[config.mk]
export PLATFORM = sky130hd
export DESIGN_NAME = ysyx_23060096_imm_gen_pipe_flat
export DESIGN_NICKNAME = d
export VERILOG_FILES = /design/src/rtl/ysyx_23060096_imm_gen_pipe_if.sv /design/src/rtl/ysyx_23060096_imm_gen_pipe.sv /design/src/flat_wrapper.sv
export SDC_FILE = /design/constraint.sdc
export NUM_CORES = 1
export LEC_CHECK = 0
export CAP_MARGIN = 20
export CORE_MARGIN = 4
export CORE_UTILIZATION = 50
export DETAILED_ROUTE_END_ITERATION = 10
export GPL_ROUTABILITY_DRIVEN = 0
export PLACE_DENSITY = 0.8
export SLEW_MARGIN = 30
export SYNTH_ARGS = -nofsm -noshare
export SYNTH_HDL_FRONTEND = slang
export SYNTH_SLANG_ARGS = --single-unit
[constraint.sdc]
create_clock -name clk -period 3.4 [get_ports clk]
set_clock_uncertainty 0.1 [all_clocks]
set_input_delay 0.85 -clock clk [delete_from_list [all_inputs] [get_ports clk]]
set_output_delay 0.85 -clock clk [all_outputs]
set_load 0.005 [all_outputs]
[src/rtl/ysyx_23060096_imm_gen_pipe_if.sv]
// Handshake bundle between the ID-stage instruction source and the immediate generator.
// master = instruction producer / immediate consumer, slave = the generator itself.
interface ysyx_23060096_imm_gen_pipe_if #(
  parameter int XLEN  = 32,
  parameter int TAG_W = 32
);
  logic             in_valid;
  logic             in_ready;
  logic [31:0]      in_inst;
  logic [2:0]       in_extop;
  logic [TAG_W-1:0] in_tag;
  logic             out_valid;
  logic             out_ready;
  logic [XLEN-1:0]  out_imm;
  logic [TAG_W-1:0] out_tag;
  logic             out_err;

  modport master (
    output in_valid, in_inst, in_extop, in_tag, out_ready,
    input  in_ready, out_valid, out_imm, out_tag, out_err
  );

  modport slave (
    input  in_valid, in_inst, in_extop, in_tag, out_ready,
    output in_ready, out_valid, out_imm, out_tag, out_err
  );
endinterface

[src/rtl/ysyx_23060096_imm_gen_pipe.sv]
// Pipelined immediate generator: 1-cycle latency, output register plus one skid entry
// so a stalled consumer never loses a beat; in_ready drops only while the skid is occupied.
module ysyx_23060096_imm_gen_pipe #(
  parameter int XLEN  = 32,
  parameter int TAG_W = 32
) (
  input  logic clk,
  input  logic rstn,
  input  logic flush,
  ysyx_23060096_imm_gen_pipe_if.slave bus
);

  logic             out_valid_q, out_valid_d;
  logic [XLEN-1:0]  out_imm_q,   out_imm_d;
  logic [TAG_W-1:0] out_tag_q,   out_tag_d;
  logic             out_err_q,   out_err_d;
  logic             skid_valid_q, skid_valid_d;
  logic [XLEN-1:0]  skid_imm_q,   skid_imm_d;
  logic [TAG_W-1:0] skid_tag_q,   skid_tag_d;
  logic             skid_err_q,   skid_err_d;

  logic [31:0] imm32;
  logic [63:0] imm64;
  logic [XLEN-1:0] new_imm;
  logic new_err;
  logic accept;
  logic out_load;
  logic unused_bits;

  // Every format is first formed as a 32-bit value whose bit 31 is the sign,
  // then sign-extended once; zero-extended formats simply keep bit 31 clear.
  always_comb begin
    imm32   = '0;
    new_err = 1'b0;
    case (bus.in_extop)
      3'b000: imm32 = {{20{bus.in_inst[31]}}, bus.in_inst[31:20]};
      3'b001: imm32 = {bus.in_inst[31:12], 12'b0};
      3'b010: imm32 = {{20{bus.in_inst[31]}}, bus.in_inst[31:25], bus.in_inst[11:7]};
      3'b011: imm32 = {{19{bus.in_inst[31]}}, bus.in_inst[31], bus.in_inst[7],
                       bus.in_inst[30:25], bus.in_inst[11:8], 1'b0};
      3'b100: imm32 = {{11{bus.in_inst[31]}}, bus.in_inst[31], bus.in_inst[19:12],
                       bus.in_inst[20], bus.in_inst[30:21], 1'b0};
      3'b101: imm32 = {27'b0, bus.in_inst[19:15]};
      3'b110: begin
        if (XLEN == 64) begin
          imm32 = {26'b0, bus.in_inst[25:20]};
        end else if (bus.in_inst[25]) begin
          new_err = 1'b1;
        end else begin
          imm32 = {27'b0, bus.in_inst[24:20]};
        end
      end
      default: new_err = 1'b1;
    endcase
  end

  assign imm64   = {{32{imm32[31]}}, imm32};
  assign new_imm = imm64[XLEN-1:0];
  assign unused_bits = ^{bus.in_inst[6:0], imm64[63:32]};

  assign out_load = !out_valid_q || bus.out_ready;
  assign accept   = bus.in_valid && !skid_valid_q && !flush;

  always_comb begin
    out_valid_d  = out_valid_q;
    out_imm_d    = out_imm_q;
    out_tag_d    = out_tag_q;
    out_err_d    = out_err_q;
    skid_valid_d = skid_valid_q;
    skid_imm_d   = skid_imm_q;
    skid_tag_d   = skid_tag_q;
    skid_err_d   = skid_err_q;
    if (flush) begin
      out_valid_d  = 1'b0;
      skid_valid_d = 1'b0;
    end else if (out_load) begin
      // A waiting skid entry always drains first; no accept can coincide since in_ready was low.
      if (skid_valid_q) begin
        out_valid_d  = 1'b1;
        out_imm_d    = skid_imm_q;
        out_tag_d    = skid_tag_q;
        out_err_d    = skid_err_q;
        skid_valid_d = 1'b0;
      end else begin
        out_valid_d = accept;
        if (accept) begin
          out_imm_d = new_imm;
          out_tag_d = bus.in_tag;
          out_err_d = new_err;
        end
      end
    end else if (accept) begin
      skid_valid_d = 1'b1;
      skid_imm_d   = new_imm;
      skid_tag_d   = bus.in_tag;
      skid_err_d   = new_err;
    end
  end

  always_ff @(posedge clk or negedge rstn) begin
    if (!rstn) begin
      out_valid_q  <= 1'b0;
      out_imm_q    <= '0;
      out_tag_q    <= '0;
      out_err_q    <= 1'b0;
      skid_valid_q <= 1'b0;
      skid_imm_q   <= '0;
      skid_tag_q   <= '0;
      skid_err_q   <= 1'b0;
    end else begin
      out_valid_q  <= out_valid_d;
      out_imm_q    <= out_imm_d;
      out_tag_q    <= out_tag_d;
      out_err_q    <= out_err_d;
      skid_valid_q <= skid_valid_d;
      skid_imm_q   <= skid_imm_d;
      skid_tag_q   <= skid_tag_d;
      skid_err_q   <= skid_err_d;
    end
  end

  assign bus.in_ready  = !skid_valid_q;
  assign bus.out_valid = out_valid_q;
  assign bus.out_imm   = out_imm_q;
  assign bus.out_tag   = out_tag_q;
  assign bus.out_err   = out_err_q;

endmodule

[src/flat_wrapper.sv]
// flat-port wrapper written by rule: the top's interface ports become plain ports
module ysyx_23060096_imm_gen_pipe_flat 
#(
  parameter int XLEN  = 32,
  parameter int TAG_W = 32
)
  (clk, rstn, flush, bus_in_valid, bus_in_inst, bus_in_extop, bus_in_tag, bus_out_ready, bus_in_ready, bus_out_valid, bus_out_imm, bus_out_tag, bus_out_err);
  ysyx_23060096_imm_gen_pipe_if #(.XLEN(XLEN), .TAG_W(TAG_W)) bus_i ();
  input  logic clk;
  input  logic rstn;
  input  logic flush;
  input wire logic [$bits(bus_i.in_valid)-1:0] bus_in_valid;
  input wire logic [$bits(bus_i.in_inst)-1:0] bus_in_inst;
  input wire logic [$bits(bus_i.in_extop)-1:0] bus_in_extop;
  input wire logic [$bits(bus_i.in_tag)-1:0] bus_in_tag;
  input wire logic [$bits(bus_i.out_ready)-1:0] bus_out_ready;
  output wire logic [$bits(bus_i.in_ready)-1:0] bus_in_ready;
  output wire logic [$bits(bus_i.out_valid)-1:0] bus_out_valid;
  output wire logic [$bits(bus_i.out_imm)-1:0] bus_out_imm;
  output wire logic [$bits(bus_i.out_tag)-1:0] bus_out_tag;
  output wire logic [$bits(bus_i.out_err)-1:0] bus_out_err;
  assign bus_i.in_valid = bus_in_valid;
  assign bus_i.in_inst = bus_in_inst;
  assign bus_i.in_extop = bus_in_extop;
  assign bus_i.in_tag = bus_in_tag;
  assign bus_i.out_ready = bus_out_ready;
  assign bus_in_ready = bus_i.in_ready;
  assign bus_out_valid = bus_i.out_valid;
  assign bus_out_imm = bus_i.out_imm;
  assign bus_out_tag = bus_i.out_tag;
  assign bus_out_err = bus_i.out_err;
  ysyx_23060096_imm_gen_pipe #(.XLEN(XLEN), .TAG_W(TAG_W)) u_core (.clk(clk), .rstn(rstn), .flush(flush), .bus(bus_i));
endmodule
---- Word-level counts from Yosys, hierarchy flattened ----
Cells that the tools add are included.
word-level totals
  register bits ........................... 132
  input port bits ......................... 72
  word-level logic and storage cells ...... 45
cells by class
  eq/ne operators ......................... 6
  mux-type cells .......................... 16
  bitwise operators ....................... 2
  reduce and logical (&&, ||, !) cells .... 13
operators by type and width
  operator                                                               number
  32-bit case mux with 7 select lines                                    1
  32-bit two-way mux                                                     4
  3-bit equality test, second input constant                             3
  1-bit two-way mux                                                      9
  3-bit by 2-bit equality test with 1-bit output, second input constant  2
  3-bit AND reduction                                                    2
  6-bit OR reduction                                                     1
  5-bit two-way mux                                                      1
  2-bit nonzero test                                                     2
  3-bit by 1-bit equality test with 1-bit output, second input constant  1
  1-bit logical NOT                                                      3
  3-bit logical NOT                                                      1
  3-bit nonzero test                                                     1
  1-bit logical AND                                                      2
  1-bit inverter                                                         2
  1-bit case mux with 2 select lines                                     1
  1-bit logical OR                                                       1

---- Longest topological paths before layout ----
  word-level depth ........................ 6
  mapped depth ............................ 7

---- Worst setup path before layout ----
Ideal clock, no wire load.
  path kind ............................... input to register
  start point ............................. input port bus_in_extop[0]
  end point ............................... register u_core.skid_imm_q[18]
  setup time .............................. 0.130 ns
  arrival time ............................ 1.773 ns
  path slack .............................. 1.397 ns
  cell stages on the path ................. 7
  buffers on the path ..................... 3
  cells stage by stage .................... buf_4 > nand2b_1 > buf_2 > buf_6 > nor3b_1 > a221oi_2 > o21ai_1
on the way
  cells in the longest elaborated chain, start to end .. 2
RTL lines
  what                                         line                               RTL
  from (decl)                                  flat_wrapper.sv:14                 input wire logic [$bits(bus_i.in_extop)-1:0] bus_in_extop;
  3-bit equality test (tied with other cells)  ysyx_23060096_imm_gen_pipe.sv:35   case (bus.in_extop)
  32-bit case mux with 7 select lines *        ysyx_23060096_imm_gen_pipe.sv:35
  to (signal assigned)                         ysyx_23060096_imm_gen_pipe.sv:116  skid_imm_q <= skid_imm_d;
  to (decl)                                    ysyx_23060096_imm_gen_pipe.sv:18   logic [XLEN-1:0] skid_imm_q, skid_imm_d;
Mark *: on every way between the ends. The rest lies on a longest branch, timed or not.
A chain may end at the register's enable or synchronous reset.

---- Worst setup path after layout ----
  start point ............................. register u_core.skid_valid_q
  end point ............................... output port bus_in_ready
on the way
  cells in the longest elaborated chain, start to end .. 1
RTL lines
  what                    line                               RTL
  from (decl)             ysyx_23060096_imm_gen_pipe.sv:17   logic skid_valid_q, skid_valid_d;
  from (signal assigned)  ysyx_23060096_imm_gen_pipe.sv:115  skid_valid_q <= skid_valid_d;
  1-bit logical NOT       ysyx_23060096_imm_gen_pipe.sv:122  assign bus.in_ready = !skid_valid_q;
  to (decl)               flat_wrapper.sv:17                 output wire logic [$bits(bus_i.in_ready)-1:0] bus_in_ready;
Every way passes these cells.

==> key figures <==
STA
  – Final setup viols: 0
  – Crit share post-route: 0.795
  – Minimum clock period: 2.70 ns
  – Final count of hold timing violations: 0
  – Fin. max-slew vios: 0
  – Worst rel slew slack: 0.370
  – Fin worst setup slack: approximately 0.7 ns
  – Fin Setup TNS: 0 ns
  – Max Fclk: 0.370 GHz
  – Worst Tran Pin Value: about 0.94 ns
  – RSZ-0062 raised after global routing: no

Die
  – Chip Height: approximately 120 um
  – CORE AREA: around 0.012 mm^2
  – Die ar.: roughly 0.014 mm^2
  – Ports: 139
  – Rows: 39
  – Initial Util: 0.519
  – Die width: around 120 um

Clock tree
  – Clock Path Buffers: 2
  – H-tree levels: 4
  – Skew-Pair Late Insertion Delay: about 0.41 ns
  – TritonCTS Sinks: roughly 130
  – TritonCTS Buffers: 17
  – CTS root buf: clkbuf_16
  – Clock-pin slew on the worst setup and hold paths: 0.05 ns
  – CTS tree: done
  – Post CTS Setup Buffer Count: 0
  – Post-CTS Hold Buffers: 0
  – Post-CTS resize count: 0

Logic synthesis
  – Sequential area share after synthesis: 0.548
  – Synth cell types: 37
  – Post-Synth Adder-Cell Area: 0
  – Simple-gate share of the synthesized area: 0.113
  – #FFs+latches synth: about 130
  – Synth Flop Type: dfrtp_1
  – Avg Synthesized Cell Area: ~11 um^2
  – Largest family of logic cells by synthesized area: compound AO/OA/AOI/OAI gates
  – Async S/R FF share, synth: 1.00
  – Area fraction in compound gates after synthesis: 0.177
  – Post-synthesis mux area share: 0.118
  – Post-Synthesis Cells: 560
  – Synth warn: 0
  – Synth Area in XOR/XNOR: 0
  – EDFF count, synth: 0
  – Syn nets: roughly 630
  – Cell Area, Synth: just over 0.006 mm^2

Finish
  – Share of cells above drive strength 1: 0.149
  – Commonest non-fill, non-tap cell in the layout: dfrtp_1
  – Post-layout util: 0.690
  – Most frequent cells in the layout: 131 x dfrtp_1, 130 x clkdlybuf4s50_1, 102 x nand2_1
  – Final cell count without fillers: about 830
  – Synth-to-layout area growth: 32.8%
  – Final #Nets: roughly 750
  – # diodes: 0

GRT
  – Gr usage total: 0.213
  – Aggregate global routing overflow: 0
  – First-pass GRT wire length: between 20 and 25 mm
  – Largest net degree at the start of global routing: 67
  – Number of global-route vias before repair: around 4900
  – Number of antenna violations at the first check in global routing: 0

Critical path
  – Critical Path Source Type: register
  – R2R setup slack: approximately 1.2 ns
  – Crit path launch: u_core.skid_valid_q
  – Crit-path slowest cell: dfrtp_4
  – Critical R2R Launch: u_core.skid_valid_q
  – Kind of end point of the critical path: primary output
  – Critical path type: register to primary output
  – Req. time, crit path: 2.45 ns
  – CP arrival: 1.75 ns
  – CP cell instances: inv_1, clkdlybuf4s50_1
  – Critical path peak fanout: 44
  – Largest stage delay, worst path: approximately 0.76 ns

Drt
  – Vias: 4698
  – Avg WL per Cell: between 15 and 20 um
  – Pre-Repair DR Iteration Count: 6
  – Routed wire length: around 14 mm
  – Iteration-0 DRC Markers: 333
  – DRC: 0
  – Number of routed nets with antenna violations: 0
  – Via/cell ratio: roughly 5.7

Place
  – Number of port buffers: around 130
  – Pre-CTS WS: 0.455 ns
  – DP HPWL: roughly 9.6 mm
  – Dpl cells: about 800

Power and ir drop
  – LEAKAGE: about 3.3 nW
  – Worst VDD drop: between 0.3 and 0.4 mV
  – Pwr dens: 583 mW/mm^2

Hold path
  – Worst Hold Class: input pin to async pin

Run status
  – Status: finished, final reports clean

Job
  – Max cap viols: 0
-- worst paths after layout --
path / to / depth (start not counted)
max in group asynchronous: u_core.bus.out_tag[3] / 2
min in group clk: u_core.skid_imm_q[21] / 2
max: bus_in_ready / 2
min: u_core.skid_tag_q[6] / 1
max reg2reg: u_core.skid_imm_q[19] / 5
min reg2reg: u_core.skid_imm_q[21] / 2
-- flip-flops by register name, indices dropped and copies added (netlist names) --
signal,count
u_core.skid_imm_q,32
u_core.skid_tag_q,32
u_core.bus.out_err,1
u_core.bus.out_valid,1
u_core.bus.out_imm,32
u_core.bus.out_tag,32
u_core.skid_err_q,1
u_core.skid_valid_q,1
-- through the flow --
step	hold WS, ns	power, mW	instance area (um^2)
floorplan	0.345	2.41	6030
global placement	0.358	2.86	7430
detailed placement	0.367	2.91	7430
CTS	0.379	4.72	8010
global route	0.402	4.90	8010
finish	0.369	4.67	8010
-- synthesized netlist by cell type (3+ instances only) --
| cell | instances | area [um^2] |
|---|---|---|
| nand2_1 | 102 | 383 |
| nor2_1 | 5 | 18.8 |
| nand2_2 | 6 | 37.5 |
| dfrtp_1 | 132 | 3300 |
| a221oi_1 | 15 | 131 |
| o211ai_1 | 14 | 105 |
| mux2i_1 | 33 | 330 |
| clkbuf_1 | 13 | 48.8 |
| a22oi_1 | 11 | 82.6 |
| a221oi_2 | 8 | 120 |
| nand2b_1 | 3 | 18.8 |
| o21ai_1 | 46 | 230 |
| buf_2 | 31 | 155 |
| buf_6 | 3 | 33.8 |
| o211ai_2 | 7 | 87.6 |
| o21ai_0 | 43 | 215 |
| nor3b_1 | 12 | 90.1 |
| a21oi_1 | 3 | 15.0 |
| mux2_2 | 32 | 360 |
| nand3_1 | 16 | 80.1 |
| o21a_1 | 6 | 45.0 |
-- power breakdown --
group | internal (mW) | switching (mW) | leakage (nW)
registers | 1.87 | 0.161 | 1.66
clock network | 1.18 | 0.616 | 0.291
logic | 0.490 | 0.352 | 1.33
total | 3.54 | 1.13 | 3.29
-- final cells by class --
class	count	area, um^2
well taps	143	179
inverters	3	11.3
clock inverters	4	70.1
clock buffers	25	515
fillers	842	3600
flip-flops and latches	132	3310
multi-input cells	376	2480
repair buffers	144	1440
-- layer usage --
| layer | routed length, um | global-route usage | part of all wire |
|---|---|---|---|
| met5 | 0 | 0 | 0 |
| met1 | 6320 | 0.282 | 0.44 |
| met4 | 298 | 0.0777 | 0.021 |
| met3 | 889 | 0.0634 | 0.062 |
| met2 | 6750 | 0.334 | 0.47 |
-- cell families after synthesis --
| group | after synthesis |
|---|---|
| buffers and inverters | 52 |
| AND/OR/NAND/NOR | 152 |
| AO/OA/AOI/OAI | 158 |
| multiplexers | 66 |
| flip-flops | 132 |
-- worst max-delay path, delay by kind of cell (launching register included) --
kind	cells	cell delay, ns
flops	1	0.76
buf+inv	2	0.57
(Power assumes the default switching activity.)
